### src/rtl/echo_tap_scheduler_pkg.sv
// Shared types, default widths and the output fold/saturate helper for the echo tap scheduler.
package echo_pkg;

    localparam int unsigned ADDR_W_DEF = 13;
    localparam int unsigned DATA_W_DEF = 10;
    localparam int unsigned ACC_EXTRA  = 4;
    localparam int unsigned DELAY_W    = 9;

    typedef enum logic [2:0] {
        S_CLEAR,
        S_IDLE,
        S_READ,
        S_DRAIN,
        S_WRITE
    } state_e;

    // Clamp to a signed width-bit range when sat_en, else pass through for the caller to truncate.
    function automatic logic signed [31:0] fold_sample(input logic signed [31:0] sum,
                                                       input int unsigned        width,
                                                       input bit                 sat_en);
        logic signed [31:0] hi;
        logic signed [31:0] lo;
        hi = (32'sd1 <<< (width - 1)) - 32'sd1;
        lo = -(32'sd1 <<< (width - 1));
        if (sat_en && (sum > hi)) return hi;
        if (sat_en && (sum < lo)) return lo;
        return sum;
    endfunction

endpackage

### src/rtl/echo_tap_scheduler_if.sv
// Delay-line RAM port bundle: scheduler owns addresses and write strobe, RAM returns read data.
interface echo_tap_scheduler_if #(
    parameter int unsigned ADDR_W = 13,
    parameter int unsigned DATA_W = 10
);
    logic [ADDR_W-1:0] ram_raddr;
    logic [DATA_W-2:0] ram_rdata;
    logic [ADDR_W-1:0] ram_waddr;
    logic              ram_we;
    logic [DATA_W-2:0] ram_wdata;

    modport master (output ram_raddr, ram_waddr, ram_we, ram_wdata, input ram_rdata);
    modport slave  (input ram_raddr, ram_waddr, ram_we, ram_wdata, output ram_rdata);
endinterface

### src/rtl/echo_tap_scheduler_strobe_det.sv
// Two-flop synchroniser on the ADC ready level plus a registered rising-edge strobe.
module echo_strobe_det (
    input  logic clk,
    input  logic rst_n,
    input  logic async_i,
    output logic strobe_o
);
    logic sync1_q;
    logic sync2_q;
    logic prev_q;
    logic strobe_q;

    always_ff @(posedge clk or negedge rst_n) begin
        if (!rst_n) begin
            sync1_q  <= 1'b0;
            sync2_q  <= 1'b0;
            prev_q   <= 1'b0;
            strobe_q <= 1'b0;
        end else begin
            sync1_q  <= async_i;
            sync2_q  <= sync1_q;
            prev_q   <= sync2_q;
            strobe_q <= sync2_q & ~prev_q;
        end
    end

    assign strobe_o = strobe_q;
endmodule

### src/rtl/echo_tap_scheduler.sv
// Multi-tap echo sequencer: clears the delay line, then per strobe reads NTAPS taps and writes y.
// ECHO_SATURATE_EN selects clamping of y instead of two's-complement wrap.
module echo_tap_scheduler
    import echo_pkg::*;
#(
    parameter int unsigned ADDR_W = ADDR_W_DEF,
    parameter int unsigned DATA_W = DATA_W_DEF,
    parameter int unsigned NTAPS  = 4
) (
    input  logic                sysclk,
    input  logic                rst_n,
    input  logic                data_valid,
    input  logic [DATA_W-1:0]   sample_in,
    input  logic [DELAY_W-1:0]  delay_sw,
    echo_tap_scheduler_if.master ram,
    output logic [DATA_W-1:0]   y_out,
    output logic                y_valid,
    output logic                busy,
    output logic                overrun
);
`ifdef ECHO_SATURATE_EN
    localparam bit SAT_EN = 1'b1;
`else
    localparam bit SAT_EN = 1'b0;
`endif
    localparam int unsigned ACC_W  = DATA_W + ACC_EXTRA;
    localparam int unsigned DIST_W = 17;
    localparam int unsigned K_W    = 4;
    localparam int unsigned CNT_W  = ADDR_W + 1;

    logic strobe;

    echo_strobe_det u_strobe (
        .clk      (sysclk),
        .rst_n    (rst_n),
        .async_i  (data_valid),
        .strobe_o (strobe)
    );

    state_e                    state_q, state_d;
    logic [K_W-1:0]            k_q, k_d;
    logic [DATA_W-1:0]         x_q, x_d;
    logic [DELAY_W-1:0]        d_q, d_d;
    logic signed [ACC_W-1:0]   acc_q, acc_d;
    logic [ADDR_W-1:0]         wptr_q, wptr_d;
    logic [DIST_W-1:0]         dist_q, dist_d;
    logic [CNT_W-1:0]          clr_q, clr_d;
    logic                      pend_q, pend_d;
    logic [K_W-1:0]            pend_idx_q, pend_idx_d;
    logic                      pend_keep_q, pend_keep_d;
    logic [ADDR_W-1:0]         raddr_q, raddr_d;
    logic [ADDR_W-1:0]         waddr_q, waddr_d;
    logic                      we_q, we_d;
    logic [DATA_W-2:0]         wdata_q, wdata_d;
    logic [DATA_W-1:0]         y_q, y_d;
    logic                      y_valid_q, y_valid_d;
    logic                      busy_q, busy_d;
    logic                      overrun_q, overrun_d;

    logic signed [ACC_W-1:0]   rdata_ext_c;
    logic signed [ACC_W-1:0]   tap_term_c;
    logic signed [ACC_W-1:0]   x_ext_c;
    logic signed [ACC_W-1:0]   sum_c;
    logic [DIST_W-1:0]         dist_nx_c;

    always_comb begin
        state_d     = state_q;
        k_d         = k_q;
        x_d         = x_q;
        d_d         = d_q;
        acc_d       = acc_q;
        wptr_d      = wptr_q;
        dist_d      = dist_q;
        clr_d       = clr_q;
        pend_d      = 1'b0;
        pend_idx_d  = pend_idx_q;
        pend_keep_d = 1'b0;
        raddr_d     = raddr_q;
        waddr_d     = waddr_q;
        we_d        = 1'b0;
        wdata_d     = wdata_q;
        y_d         = y_q;
        y_valid_d   = 1'b0;
        overrun_d   = 1'b0;

        // Tap k weight: (w <<< 1) >>> (k+1), applied to the word returned one cycle after its address.
        rdata_ext_c = ACC_W'($signed(ram.ram_rdata));
        tap_term_c  = (rdata_ext_c <<< 1) >>> (pend_idx_q + K_W'(1));
        dist_nx_c   = dist_q + DIST_W'({d_q, 4'b0000});
        x_ext_c     = ACC_W'($signed(x_q));
        if (pend_q && pend_keep_q) acc_d = acc_q + tap_term_c;
        sum_c       = x_ext_c + acc_d;

        case (state_q)
            S_CLEAR: begin
                if (clr_q[ADDR_W]) begin
                    state_d = S_IDLE;
                end else begin
                    we_d    = 1'b1;
                    waddr_d = ADDR_W'(clr_q);
                    wdata_d = '0;
                    clr_d   = clr_q + CNT_W'(1);
                end
            end
            S_IDLE: begin
                if (strobe) begin
                    x_d     = sample_in;
                    d_d     = delay_sw;
                    acc_d   = '0;
                    k_d     = '0;
                    dist_d  = DIST_W'({delay_sw, 4'b0000});
                    raddr_d = wptr_q - ADDR_W'({delay_sw, 4'b0000});
                    state_d = S_READ;
                end
            end
            S_READ: begin
                pend_d      = 1'b1;
                pend_idx_d  = k_q;
                pend_keep_d = (d_q != '0) && ((dist_q >> ADDR_W) == '0);
                if (k_q == K_W'(NTAPS - 1)) begin
                    state_d = S_DRAIN;
                end else begin
                    k_d     = k_q + K_W'(1);
                    dist_d  = dist_nx_c;
                    raddr_d = wptr_q - ADDR_W'(dist_nx_c);
                end
            end
            S_DRAIN: begin
                y_d       = DATA_W'(fold_sample(32'(sum_c), DATA_W, SAT_EN));
                wdata_d   = y_d[DATA_W-1:1];
                waddr_d   = wptr_q;
                we_d      = 1'b1;
                y_valid_d = 1'b1;
                wptr_d    = wptr_q + ADDR_W'(1);
                state_d   = S_WRITE;
            end
            S_WRITE: state_d = S_IDLE;
            default: state_d = S_CLEAR;
        endcase

        if (strobe && ((state_q == S_READ) || (state_q == S_DRAIN) || (state_q == S_WRITE)))
            overrun_d = 1'b1;
        busy_d = (state_d != S_IDLE);
    end

    always_ff @(posedge sysclk or negedge rst_n) begin
        if (!rst_n) begin
            state_q     <= S_CLEAR;
            k_q         <= '0;
            x_q         <= '0;
            d_q         <= '0;
            acc_q       <= '0;
            wptr_q      <= '0;
            dist_q      <= '0;
            clr_q       <= '0;
            pend_q      <= 1'b0;
            pend_idx_q  <= '0;
            pend_keep_q <= 1'b0;
            raddr_q     <= '0;
            waddr_q     <= '0;
            we_q        <= 1'b0;
            wdata_q     <= '0;
            y_q         <= '0;
            y_valid_q   <= 1'b0;
            busy_q      <= 1'b1;
            overrun_q   <= 1'b0;
        end else begin
            state_q     <= state_d;
            k_q         <= k_d;
            x_q         <= x_d;
            d_q         <= d_d;
            acc_q       <= acc_d;
            wptr_q      <= wptr_d;
            dist_q      <= dist_d;
            clr_q       <= clr_d;
            pend_q      <= pend_d;
            pend_idx_q  <= pend_idx_d;
            pend_keep_q <= pend_keep_d;
            raddr_q     <= raddr_d;
            waddr_q     <= waddr_d;
            we_q        <= we_d;
            wdata_q     <= wdata_d;
            y_q         <= y_d;
            y_valid_q   <= y_valid_d;
            busy_q      <= busy_d;
            overrun_q   <= overrun_d;
        end
    end

    assign ram.ram_raddr = raddr_q;
    assign ram.ram_waddr = waddr_q;
    assign ram.ram_we    = we_q;
    assign ram.ram_wdata = wdata_q;
    assign y_out         = y_q;
    assign y_valid       = y_valid_q;
    assign busy          = busy_q;
    assign overrun       = overrun_q;
endmodule
### src/flat_wrapper.sv
// flat-port wrapper written by rule: the top's interface ports become plain ports
module echo_tap_scheduler_flat import echo_pkg::*;
#(
    parameter int unsigned ADDR_W = ADDR_W_DEF,
    parameter int unsigned DATA_W = DATA_W_DEF,
    parameter int unsigned NTAPS  = 4
)
  (sysclk, rst_n, data_valid, sample_in, delay_sw, y_out, y_valid, busy, overrun, ram_ram_raddr, ram_ram_waddr, ram_ram_we, ram_ram_wdata, ram_ram_rdata);
  echo_tap_scheduler_if #(.ADDR_W(ADDR_W), .DATA_W(DATA_W)) ram_i ();
  input  logic sysclk;
  input  logic rst_n;
  input  logic data_valid;
  input  logic [DATA_W-1:0] sample_in;
  input  logic [DELAY_W-1:0] delay_sw;
  output logic [DATA_W-1:0] y_out;
  output logic y_valid;
  output logic busy;
  output logic overrun;
  output wire logic [$bits(ram_i.ram_raddr)-1:0] ram_ram_raddr;
  output wire logic [$bits(ram_i.ram_waddr)-1:0] ram_ram_waddr;
  output wire logic [$bits(ram_i.ram_we)-1:0] ram_ram_we;
  output wire logic [$bits(ram_i.ram_wdata)-1:0] ram_ram_wdata;
  input wire logic [$bits(ram_i.ram_rdata)-1:0] ram_ram_rdata;
  assign ram_ram_raddr = ram_i.ram_raddr;
  assign ram_ram_waddr = ram_i.ram_waddr;
  assign ram_ram_we = ram_i.ram_we;
  assign ram_ram_wdata = ram_i.ram_wdata;
  assign ram_i.ram_rdata = ram_ram_rdata;
  echo_tap_scheduler #(.ADDR_W(ADDR_W), .DATA_W(DATA_W), .NTAPS(NTAPS)) u_core (.sysclk(sysclk), .rst_n(rst_n), .data_valid(data_valid), .sample_in(sample_in), .delay_sw(delay_sw), .ram(ram_i), .y_out(y_out), .y_valid(y_valid), .busy(busy), .overrun(overrun));
endmodule
### config.mk
export PLATFORM = sky130hd
export DESIGN_NAME = echo_tap_scheduler_flat
export DESIGN_NICKNAME = d
export VERILOG_FILES = /design/src/rtl/echo_tap_scheduler_pkg.sv /design/src/rtl/echo_tap_scheduler_if.sv /design/src/rtl/echo_tap_scheduler_strobe_det.sv /design/src/rtl/echo_tap_scheduler.sv /design/src/flat_wrapper.sv
export SDC_FILE = /design/constraint.sdc
export NUM_CORES = 1
export LEC_CHECK = 0
export CORE_MARGIN = 4
export CORE_UTILIZATION = 35
export CTS_CLUSTER_SIZE = 20
export DETAILED_ROUTE_END_ITERATION = 8
export MAX_ROUTING_LAYER = met4
export PLACE_DENSITY_LB_ADDON = 0.08
export SLEW_MARGIN = 20
export SYNTH_ARGS = -nofsm -noshare
export SYNTH_HDL_FRONTEND = slang
export SYNTH_HIERARCHICAL = 1
export SYNTH_SLANG_ARGS = --single-unit
### constraint.sdc
create_clock -name sysclk -period 5.87 [get_ports sysclk]
set_clock_uncertainty 0.2 [all_clocks]
set_input_delay 1.4675 -clock sysclk [delete_from_list [all_inputs] [get_ports sysclk]]
set_output_delay 1.4675 -clock sysclk [all_outputs]
set_load 0.05 [all_outputs]
# Word level (Yosys, flattened, before mapping)
# Index checks and enable logic that the tools add are counted.
# word_totals
regBits,143
input_bits,31
elab_cells,87
# classes
n_addsub,9
n_eq_ne,9
shifts,1
n_mux,27
bitwise,3
n_reduce_logical,14
# ops
cell,count
$mux 14,4
$pmux 13 s2,2
$mux 13,3
$mux 17,2
$pmux 17 s2,1
$sub 13x13->13,2
$pmux 9 s2,1
$add 17x13->17,1
$logic_not 17->1,1
$pmux 3 s5,1
$add 14x1->14 const B,1
$add 14x14->14,1
$sshr 10x4->14,1
$add 13x1->13 const B,1
$add 10x10->10,1
$mux 3,3
$mux 9,1
$reduce_bool 9->1,1
$add 4x1->4 const B,2
$mux 4,2
$pmux 4 s2,1
$eq 3x2->1 const B,2
$ne 2x2->1 const B,3
$reduce_and 2->1,3
13 further kinds,22

# Logic depth before layout (Yosys ltp)
# logic_depth
depth_word,6
ltp_mapped,26
mapped_depth_nobuf,25

# Cells and area by module
# Netlist, hierarchy kept.
# modules_own_cells
mod,n_inst,cells_each,area_per_inst_um2,seq_area_each_um2
echo_tap_scheduler,1,816,7517.2,3279.4
echo_strobe_det,1,5,113.9,100.1

# Least setup slack after synthesis
# Ideal clock, no wire load.
# synth_timing
path_kind,input-to-reg
start,input ram_ram_rdata[5]
end,register u_core.wdata_q[8] (netlist: u_core/ram.ram_wdata[8])
setup_ns,0.118
arrival_ns,5.320
required_time_ns,5.552
setup_slack_ns,0.232
cell_stages,22
n_path_buf,0
cell_sequence,mux2i_1 -> mux2i_1 -> mux4_2 -> ha_1 -> inv_1 -> fa_1 -> nor2b_1 -> o21ai_0 -> nand2b_1 -> a21o_1 -> a21oi_1 -> xor2_1 -> o21ai_1 -> ha_1 -> a2111o_1 -> a311o_1 -> a31o_1 -> a21oi_2 -> xor2_1 -> xnor2_1 -> nor2_1 -> a21o_1
# synth_via
elab_chain_cells,5
# synth_rtl
item,line_no,text
from (decl),flat_wrapper.sv:23,input wire logic [$bits(ram_i.ram_rdata)-1:0] ram_ram_rdata;
$sshr 10x4->14,echo_tap_scheduler.sv:88,tap_term_c = (rdata_ext_c <<< 1) >>> (pend_idx_q + K_W'(1));
$add 14x14->14,echo_tap_scheduler.sv:91,if (pend_q && pend_keep_q) acc_d = acc_q + tap_term_c;
$mux 14,echo_tap_scheduler.sv:91,
$add 10x10->10,echo_tap_scheduler.sv:92,sum_c = x_ext_c + acc_d;
$pmux 9 s2,echo_tap_scheduler.sv:94,case (state_q)
to (signal assigned),echo_tap_scheduler.sv:182,wdata_q <= wdata_d;
to (decl),echo_tap_scheduler.sv:54,"logic [DATA_W-2:0] wdata_q, wdata_d;"
# No other way between the ends.
# A chain may end at the register's enable or synchronous reset.

# Final worst setup path
# layout_timing
start,input ram_ram_rdata[4]
end,register u_core.acc_q[6]
# layout_via
elab_chain_cells,5
# layout_rtl
item,line_no,text
$sshr 10x4->14 (*),echo_tap_scheduler.sv:88,
$add 14x14->14 (*),echo_tap_scheduler.sv:91,
$mux 14 (*),echo_tap_scheduler.sv:91,
$mux 14,echo_tap_scheduler.sv:106,if (strobe) begin
$mux 14 (*),echo_tap_scheduler.sv:94,
net u_core.acc_d[6],echo_tap_scheduler.sv:44,"logic signed [ACC_W-1:0] acc_q, acc_d;"
to (signal assigned),echo_tap_scheduler.sv:152,acc_q <= '0;
to (signal assigned),echo_tap_scheduler.sv:172,acc_q <= acc_d;
to (decl),echo_tap_scheduler.sv:44,
# Mark *: on every way through the listed nets, which the timed path passes. The rest lies on a longest branch.

==> out/results.txt <==
Via Count - 6219
final hold slack - 0.1616 ns
YS warnings - 6
CP required - 5.97 ns
Final Instance Area - 9704 um^2
slowest stage delay, CP - 0.51 ns
pre-CTS worst setup slack - -0.5090 ns
Total Negative Setup Slacks - 0 ns
critical path's most frequent cell - buf_4
Post-DP Area - 8899 um^2
Vias per Instance - 5.040
syn avg cell area - 9.295 um^2
WS Path Type - input port to flop
Worst-path clk slew - 0.06 ns
asr flop ratio synth - 100.0%
final setup vio count - 0
post-route ant nets - 0
cells after synthesis - 821
fin worst setup slack - 0.1619 ns
Post-synth EDFFs - 0
Synth Register Bits - 135
Synth area leader - dfrtp_1
die area - 24230 um^2
synth unique cells - 60
Syn Nets - 905
share of layout cells above drive strength 1 - 12.51%
CP Capture Type - flop
DR WL/cell - 16.23 um
largest net degree at the start of global routing - 95
hold path start - u_core/u_strobe/sync1_q$_DFF_PN0_
GP Congestion - 0.8678
Startpoint Class - input port
final wirelength - 20.03 mm
Worst-Margin Slew - 0.9103 ns
endpoints failing hold - 0
post-synthesis sequential area ratio - 44.29%
Synth Cell Area - 7631 um^2
initial antenna violation count - 0
CTS HTree Levels - 4
fill cell count - 2017
vias in the first global route - 6436
Port Buffers - 79
FF-to-FF End - u_core/acc_q[6]$_DFF_PN0_
dpl cells - 1179
DRC Markers - 0
CTS root buf - clkbuf_16
clk_lat worst skew - 0.42 ns
CTS sink count - 135
FF-to-FF setup slack - 0.28 ns
maximum vdd drop - 0.1596 mV
crit path max fanout - 3
Final #Nets - 1030
CTS Buffer Depth - 2
CTS buffer count - 17
Crit path arrival time - 5.81 ns
fin cells - 1234
CTS tree - built
CP max-delay cell - mux4_2
worst hold stages - 0
Synth top area share - 43.94%
total power draw - 2.112 mW
Rows - 53
initial core utilization - 35.96%
Area contributors post-synth - dfrtp_1 44%, ha_1 8.0%, nand2_1 7.3%
Fmax - 175.2 MHz
worst min path class - flop to flop
worst reg2reg path depth - 30
Final Critical Period - 5.708 ns
DP HPWL - 14.14 mm
core box area - 21220 um^2
post-layout util - 45.73%
GRT overflow - 0
PwrDens - 217.7 nW/um^2
Die X - 155.7 um
static leakage power - 4.624 nW
WHS Endpoint - u_core/u_strobe/sync2_q$_DFF_PN0_
Synth top cells by count - 148 x nand2_1, 134 x dfrtp_1, 65 x nor2_1, 49 x ha_1, 47 x o21ai_0
Slew Viols, Final - 0
Initial DRT Pass Iterations - 4
area grow syn2layout - 27.17%
worst reg2reg startpoint - u_core/pend_idx_q[1]$_DFFE_PN0P_
CTS hold repair buffers - 0
Iteration-0 DRC Markers - 172
max cap viols - 0
Tcrit/Tclk final - 97.24%
diode count - 0
most common cell in the netlist - nand2_1
status - completed
most used flip-flop cell after synthesis - dfrtp_1
Die Height - 155.7 um
first-pass GRT wire length - 32.61 mm
GRT Overall Usage - 17.28%
I/O pin cnt - 80
Rel. slew slack - 39.31%
==> how the worst max path moves through the flow <==
stage	endpoint	depth (start not counted)	slack, ns	from
CTS	u_core/ram.ram_wdata[8]$_DFFE_PN0P_	23	0.006	ram_ram_rdata[2]
floorplan	u_core/ram.ram_wdata[8]$_DFFE_PN0P_	22	0.23	ram_ram_rdata[5]
finish	u_core/acc_q[6]$_DFF_PN0_	30	0.16	ram_ram_rdata[4]
global route	u_core/acc_q[6]$_DFF_PN0_	30	-0.02	ram_ram_rdata[5]
detailed placement	u_core/ram.ram_wdata[8]$_DFFE_PN0P_	23	-0.51	ram_ram_rdata[4]
global placement	u_core/ram.ram_wdata[8]$_DFFE_PN0P_	23	-0.35	ram_ram_rdata[4]
==> repair_timing <==
item | 4_1_cts | 5_1_grt
resized for setup | 8 | 15
endpoints found under the setup margin | 2 | 3
hold endpoints to repair | 0 | 0
pin swaps | 7 | 13
buffers inserted | 19 | 4
==> placed cells by master (no fill, tap or decap), drive strengths merged, types with 3 or more instances in the layout <==
master,n
nand2,148
dfrtp,134
clkdlybuf4s50,69
nor2,65
o21ai,64
buf,55
ha,49
inv,42
a21oi,38
xnor2,33
xor2,29
mux2i,23
nand3,20
a21o,19
clkbuf,17
a31oi,13
nand2b,13
nor2b,13
nor3,10
nand4,9
and2,9
or3,8
mux2,8
dlymetal6s2s,6
o21a,5
fa,4
dlygate4sd2,3
o21bai,3
a211oi,3
a21boi,3
or2,3
nor3b,3
nor4,3
==> kinds of logic (layout without fill, tap and decap cells) <==
kind of cell               after synthesis  in the layout  synth area share, %
and+or+nand+nor                        310            310                18.28
AOI/OAI and AO/OA                      168            168                13.41
DFF                                    135            135                44.29
xor gates and xnor gates                62             62                7.116
buffers and inverters                   58            196                2.935
adders and majority gates               53             53                9.084
muxes                                   33             33                4.788
other                                    2              2              0.09841
==> where the power goes <==
group	switching, mW	internal [mW]	total (mW)
Combinational	0.0588	0.0507	0.109
Sequential	0.00237	0.933	0.936
Clock	0.464	0.603	1.07
==> critical path: cells and delay by family <==
kind / cells / cell delay (ns)
buffers and inverters: 17 / 2.14
muxes: 3 / 0.81
AOI/OAI and AO/OA: 4 / 0.57
adders and majority gates: 2 / 0.39
and+or+nand+nor: 3 / 0.28
xor gates and xnor gates: 1 / 0.16
==> registers in the layout, indices dropped and copies added (netlist names) <==
name,count
u_core/acc_q,10
u_core/busy,1
u_core/clr_q,14
u_core/d_q,9
u_core/dist_q,13
u_core/k_q,4
u_core/overrun,1
u_core/pend_idx_q,4
u_core/pend_keep_q,1
u_core/pend_q,1
u_core/ram.ram_raddr,13
u_core/ram.ram_waddr,13
u_core/ram.ram_wdata,9
u_core/ram.ram_we,1
u_core/state_q,3
u_core/u_strobe/prev_q,1
u_core/u_strobe/strobe_o,1
u_core/u_strobe/sync1_q,1
u_core/u_strobe/sync2_q,1
u_core/wptr_q,13
u_core/x_q,10
u_core/y_out,10
u_core/y_valid,1
==> layer usage <==
| layer | GRT usage (%) | vias up | part of all wire (%) |
|---|---|---|---|
| li1 | - | 3079 | - |
| met1 | 21.16 | 3022 | 45 |
| met2 | 29.44 | 98 | 50 |
| met3 | 3.384 | 20 | 2.7 |
| met4 | 4.335 | 0 | 1.5 |
| met5 | - | - | 0 |
==> final cells by class <==
type | instances | area, um^2 | share of cell area, %
inverter | 31 | 116.4 | 1.199
clock buffer | 17 | 425.4 | 4.384
tap | 275 | 344.1 | 3.546
clock inverter | 15 | 157.7 | 1.625
timing repair buffer | 133 | 1209 | 12.45
multi-input combinational | 628 | 4073 | 41.97
sequential | 135 | 3379 | 34.82
(Power assumes the default switching activity.)
